===== config.mk =====
export PLATFORM = sky130hd
export DESIGN_NAME = pulse_burst_ctrl
export DESIGN_NICKNAME = d
export VERILOG_FILES = /design/src/rtl/pulse_pkg.sv /design/src/rtl/burst_len_counter.sv /design/src/rtl/pulse_burst_ctrl.sv
export SDC_FILE = /design/constraint.sdc
export NUM_CORES = 1
export LEC_CHECK = 0
export ABC_CLOCK_PERIOD_IN_PS = 3140
export CAP_MARGIN = 20
export CORE_AREA = 2 2 70 72
export CTS_BUF_LIST = sky130_fd_sc_hd__clkbuf_8 sky130_fd_sc_hd__clkbuf_16
export DETAILED_ROUTE_END_ITERATION = 8
export DIE_AREA = 0 0 72 74
export GPL_ROUTABILITY_DRIVEN = 0
export GPL_TIMING_DRIVEN = 0
export PLACE_DENSITY = 0.91
export SYNTH_ARGS = -nofsm -noshare
export SYNTH_HDL_FRONTEND = slang
export SYNTH_HIERARCHICAL = 1
export SYNTH_SLANG_ARGS = --single-unit

===== constraint.sdc =====
create_clock -name sys_clk -period 3.14 [get_ports sys_clk]
set_input_delay 0.628 -clock sys_clk [delete_from_list [all_inputs] [get_ports sys_clk]]
set_output_delay 0.628 -clock sys_clk [all_outputs]
set_load 0.05 [all_outputs]

===== src/rtl/pulse_pkg.sv =====
// pulse_pkg: shared state encoding, path-select constants and default widths for the burst sequencer
package pulse_pkg;
    localparam int ADDR_W_DEF = 10;
    localparam int CNT_W_DEF = 8;
    localparam int LSN_W_DEF = 16;
    localparam logic FREQ_1M = 1'b0;
    localparam logic FREQ_5M = 1'b1;
    typedef enum logic [2:0] {IDLE, ARM, BURST, LISTEN, DONE} state_t;
endpackage


===== src/rtl/burst_len_counter.sv =====
// burst_len_counter: sample counter nested in a period counter; flags the final sample of the final period
module burst_len_counter #(
    parameter int ADDR_W = 10,
    parameter int CNT_W = 8
) (
    input  logic             sys_clk,
    input  logic             sys_rst,
    input  logic             load,
    input  logic             en,
    input  logic [CNT_W-1:0] periods,
    output logic             last_cycle
);
    logic [ADDR_W-1:0] samp_q, samp_d;
    logic [CNT_W-1:0] per_q, per_d;
    logic samp_wrap;

    // sample count tracks the sender ROM address; periods count down on each wrap
    always_comb begin
        samp_wrap = &samp_q;
        last_cycle = en && samp_wrap && per_q == CNT_W'(1);
        samp_d = load ? '0 : en ? samp_q + ADDR_W'(1) : samp_q;
        per_d = load ? periods : (en && samp_wrap) ? per_q - CNT_W'(1) : per_q;
    end

    // counter registers
    always_ff @(posedge sys_clk or posedge sys_rst) begin
        if (sys_rst) begin
            samp_q <= '0;
            per_q <= '0;
        end else begin
            samp_q <= samp_d;
            per_q <= per_d;
        end
    end
endmodule


===== src/rtl/pulse_burst_ctrl.sv =====
// pulse_burst_ctrl: releases one DA address reset for whole ROM periods and frames the burst for ADC capture
module pulse_burst_ctrl
    import pulse_pkg::*;
#(
    parameter int ADDR_W = ADDR_W_DEF,
    parameter int CNT_W = CNT_W_DEF,
    parameter int LSN_W = LSN_W_DEF
) (
    input  logic             sys_clk,
    input  logic             sys_rst,
    input  logic             start,
    input  logic             abort,
    input  logic             freq_sel,
    input  logic [CNT_W-1:0] burst_len,
    input  logic [LSN_W-1:0] listen_len,
    output logic             wave_rst_n,
    output logic             wave_rst1_n,
    output logic             adc_trig,
    output logic             capture_en,
    output logic             busy,
    output logic             done,
    output logic             aborted
);
    state_t state_q, state_d;
    logic freq_q, freq_d;
    logic [LSN_W-1:0] lsn_q, lsn_d;
    logic wave_rst_n_q, wave_rst_n_d;
    logic wave_rst1_n_q, wave_rst1_n_d;
    logic adc_trig_q, adc_trig_d;
    logic capture_en_q, capture_en_d;
    logic busy_q, busy_d;
    logic done_q, done_d;
    logic aborted_q, aborted_d;
    logic load, last_cycle, abort_hit, burst_on;

    burst_len_counter #(.ADDR_W(ADDR_W), .CNT_W(CNT_W)) u_cnt (
        .sys_clk(sys_clk),
        .sys_rst(sys_rst),
        .load(load),
        .en(state_q == BURST),
        .periods(burst_len),
        .last_cycle(last_cycle)
    );

    // next state, parameter latching and listen countdown; abort overrides everything
    always_comb begin
        state_d = state_q;
        freq_d = freq_q;
        lsn_d = lsn_q;
        load = 1'b0;
        abort_hit = abort && state_q != IDLE;
        case (state_q)
            IDLE: if (start && burst_len != '0) begin
                state_d = ARM;
                freq_d = freq_sel;
                lsn_d = listen_len;
                load = 1'b1;
            end
            ARM: state_d = BURST;
            BURST: if (last_cycle) state_d = (lsn_q != '0) ? LISTEN : DONE;
            LISTEN: begin
                lsn_d = lsn_q - LSN_W'(1);
                if (lsn_q == LSN_W'(1)) state_d = DONE;
            end
            DONE: state_d = IDLE;
            default: state_d = IDLE;
        endcase
        if (abort_hit) state_d = IDLE;
    end

    // outputs follow the current state one register later; an abort clears all but the aborted pulse
    always_comb begin
        burst_on = state_q == BURST && !abort_hit;
        wave_rst_n_d = burst_on && freq_q == FREQ_1M;
        wave_rst1_n_d = burst_on && freq_q == FREQ_5M;
        adc_trig_d = burst_on && !(wave_rst_n_q || wave_rst1_n_q);
        capture_en_d = !abort_hit && (state_q == BURST || state_q == LISTEN);
        busy_d = !abort_hit && state_q != IDLE;
        done_d = !abort_hit && state_q == DONE;
        aborted_d = abort_hit;
    end

    // state, latched parameters and output registers
    always_ff @(posedge sys_clk or posedge sys_rst) begin
        if (sys_rst) begin
            state_q <= IDLE;
            freq_q <= 1'b0;
            lsn_q <= '0;
            wave_rst_n_q <= 1'b0;
            wave_rst1_n_q <= 1'b0;
            adc_trig_q <= 1'b0;
            capture_en_q <= 1'b0;
            busy_q <= 1'b0;
            done_q <= 1'b0;
            aborted_q <= 1'b0;
        end else begin
            state_q <= state_d;
            freq_q <= freq_d;
            lsn_q <= lsn_d;
            wave_rst_n_q <= wave_rst_n_d;
            wave_rst1_n_q <= wave_rst1_n_d;
            adc_trig_q <= adc_trig_d;
            capture_en_q <= capture_en_d;
            busy_q <= busy_d;
            done_q <= done_d;
            aborted_q <= aborted_d;
        end
    end

    assign wave_rst_n = wave_rst_n_q;
    assign wave_rst1_n = wave_rst1_n_q;
    assign adc_trig = adc_trig_q;
    assign capture_en = capture_en_q;
    assign busy = busy_q;
    assign done = done_q;
    assign aborted = aborted_q;
endmodule

==> impl_results.md <==
- Status: completed
- Avg Synthesized Cell Area: 9.63 µm²
- Seq/Total Area, Yosys: 44.8%
- Flops & latches, synth: 45
- Most frequent cells in the layout: dfrtp_1, nor2_1, clkdlybuf4s50_1
- I/O pin cnt: 36
- Fmax: 365 MHz
- Pin count of the biggest net entering global routing: 28
- Crit start category: input port
- Crit Path Max Fanout: 13
- GRT Overall Usage: 22.2%
- Combinational power share: 39.9%
- Register-to-Register Path Depth: 10
- Slowest cell on crit path: or4_4
- Max Cap Viol: 0
- First-pass GRT wire length: 9.25 mm
- Drt total wl: 5.31 mm
- Die area: 5330 µm²
- Mapped Area: 2510 µm²
- Crit. End Element: register
- FF-to-FF setup slack: 710 ps
- Area Overhead vs Synth: 21.9%
- Post-Synthesis Cells: 261
- Commonest non-fill, non-tap cell in the layout: dfrtp_1
- CTS-repair resized insts: 0
- Sequential power share: 42.7%
- Clk pin slew, worst setup/hold paths: 80 ps
- Crit path depth: 8
- Die X: 72 µm
- Reg-to-Reg Start: state_q[2]
- Floorplan core area: 4600 µm²
- Root Buffer: clkbuf_8
- Leakage: 0.00125 µW
- I/O Buffers: 35
- H-tree levels: 2
- Die height: 74 µm
- Synth area leaders: dfrtp_1, nor2_1, nor3_1, o21ai_0, nand2_1
- CP cell instances: clkdlybuf4s50_1 > or4_4 > o211ai_4 > inv_2 > buf_6 > clkbuf_1 > buf_1 > a21oi_1
- Final min period: 2740 ps
- EDFF count, synth: 0
- Vias in the first global route: 2,060
- Final setup vio count: 0
- DR iter-0 viols: 177
- Nets: 338
- # rows: 25
- Relative slew slack: 55.6%
- Max incr delay on CP: 580 ps
- CTS Sinks: 45
- Tightest Pin Transition: 665 ps
- Via count: 2,118
- Reg-to-Reg End: state_q[1]
- Diode count: 0
- Hpwl dp: 3.82 mm
- Arrival time worst endpoint: 2950 ps
- Clock Tree Buf Depth: 2
- Drt via density: 5.92
- CP startpoint: burst_len[5]
- Number of nets with antenna violations after routing: 0
- DR WL/cell: 14.8 µm
- Max-slew violations: 0
- Cell taking the most area after synthesis: dfrtp_1
- DRC viols: 0
- RSZ-0062 raised after global routing: false
- Setup Crit Path Kind: input port to register
- Switch Pwr: 1000 µW
- Grt total ovfl: 0
- Internal power: 1440 µW
- Synth Warn #: 6
- Setup TNS: 0 ps
- Top FF cell, synth: dfrtp_1
- Initial Util: 54.7%
- Clk Latency, worst-skew pair: 300 ps
- Worst Path Required: 3350 ps
- Final hold vios: 0
- Critical path capture point: u_cnt/samp_q[7]
- Setup bufs post-CTS: 0
- Sw frac: 41.0%
- CTS tree: done
- Crit path max-delay family: buffers and inverters
- Worst min-delay path class: register to register
- Worst vdd ir: 0.000441 V
- Async S/R FF share, synth: 100%
- Pwr Density: 800 nW/µm²
- Hold Slack: 429 ps
- Worst Path Buf+Inv: 5
- Clk pwr share: 17.4%
- Synth Net Count: 295
- Initial antenna violation count: 0
- CTS buffer count: 5
- Clk_skew: 17.2 ps
- Hold Buf Count CTS: 0
- Drt first pass iters: 5
- Pwr Total: 2450 µW
- Library cells used by synthesis: 61
- Synth top area share: 44.8%
- Final worst-path cycle share: 87.1%
- Share of cells above drive strength 1: 11.8%
==> Yosys cell counts (2+ instances only) <==
| library cell | count |
|---|---|
| o31a_1 | 2 |
| xor2_1 | 6 |
| a31oi_1 | 3 |
| nor4_1 | 5 |
| nor4_4 | 3 |
| and3_1 | 2 |
| nand2b_1 | 3 |
| or3_1 | 6 |
| a21oi_1 | 10 |
| inv_1 | 10 |
| a211oi_1 | 6 |
| dfrtp_1 | 45 |
| nor3b_1 | 2 |
| xnor2_1 | 5 |
| o21ai_0 | 15 |
| nor2b_1 | 2 |
| nor3_1 | 15 |
| nor2_1 | 36 |
| clkbuf_1 | 3 |
| o221a_2 | 2 |
| or2_2 | 2 |
| nand4_1 | 6 |
| or4_4 | 3 |
| buf_6 | 2 |
| nor2_2 | 2 |
| nand3_1 | 5 |
| mux2i_1 | 2 |
| nand2_1 | 19 |
| or4_1 | 3 |
| ha_1 | 5 |
==> cells by family (layout without fill, tap and decap cells) <==
kind of cell / count (synthesis) / after routing / share of synthesized area [%]
xor+xnor: 11 / 11 / 3.83
flops: 45 / 45 / 44.8
simple gates: 126 / 126 / 29.8
mux: 3 / 3 / 1.24
buf+inv: 20 / 63 / 3.83
compound gates: 51 / 51 / 14.0
fa+ha+maj: 5 / 5 / 2.49
==> state kept, by name (all words and copies together) (netlist names) <==
signal and flops:
aborted 1, adc_trig 1, busy 1, capture_en 1, done 1, freq_q 1, lsn_q 16, state_q 3
u_cnt/per_q 8, u_cnt/samp_q 10, wave_rst1_n 1, wave_rst_n 1
==> area by class of cell <==
cell class              count  area [µm²]
fillers                   364        1540
multi-input cells         196        1290
flip-flops and latches     45        1130
repair buffers             36         378
clock buffers               5        68.8
well taps                  54        67.6
plain buffers               9        55.1
inverters                  11        41.3
clock inverters             2        35.0
==> power groups by stage <==
stage,registers [µW],logic (µW),clock network (µW)
floorplan,1070,671,0
global placement,1030,933,0
detailed placement,1050,966,0
CTS,1040,975,433
global route,1080,1100,459
finish,1050,977,427
==> worst min path at each step <==
stage	end	slack [ps]	start	cells after the start
3_5_place_dp	wave_rst_n	420	freq_q	1
4_1_cts	wave_rst_n	430	freq_q	1
5_1_grt	adc_trig	450	wave_rst_n	1
2_1_floorplan	wave_rst_n	400	freq_q	1
3_3_place_gp	wave_rst_n	410	freq_q	1
6_report	adc_trig	430	wave_rst_n	1
==> per-stage QoR <==
| step | instances | util [%] | worst slack [ps] | instance area [µm²] |
|---|---|---|---|---|
| finish | 358 | 66.6 | 404 | 3060 |
| global route | 358 | 66.6 | 272 | 3060 |
| CTS | 357 | 66.0 | 408 | 3040 |
| detailed placement | 350 | 63.8 | 85.3 | 2930 |
| global placement | 350 | 63.8 | 159 | 2930 |
| floorplan | 261 | - | 894 | 2510 |
==> routing by layer <==
layer / vias up / wire length, µm / GRT usage (%)
met5: - / 0 / 0
met2: 69 / 2630 / 37.9
met1: 1005 / 2310 / 28.5
met3: 9 / 312 / 4.88
met4: 0 / 54 / 7.34
li1: 1035 / - / -
No activity file was read; power rests on OpenSTA's default activity.
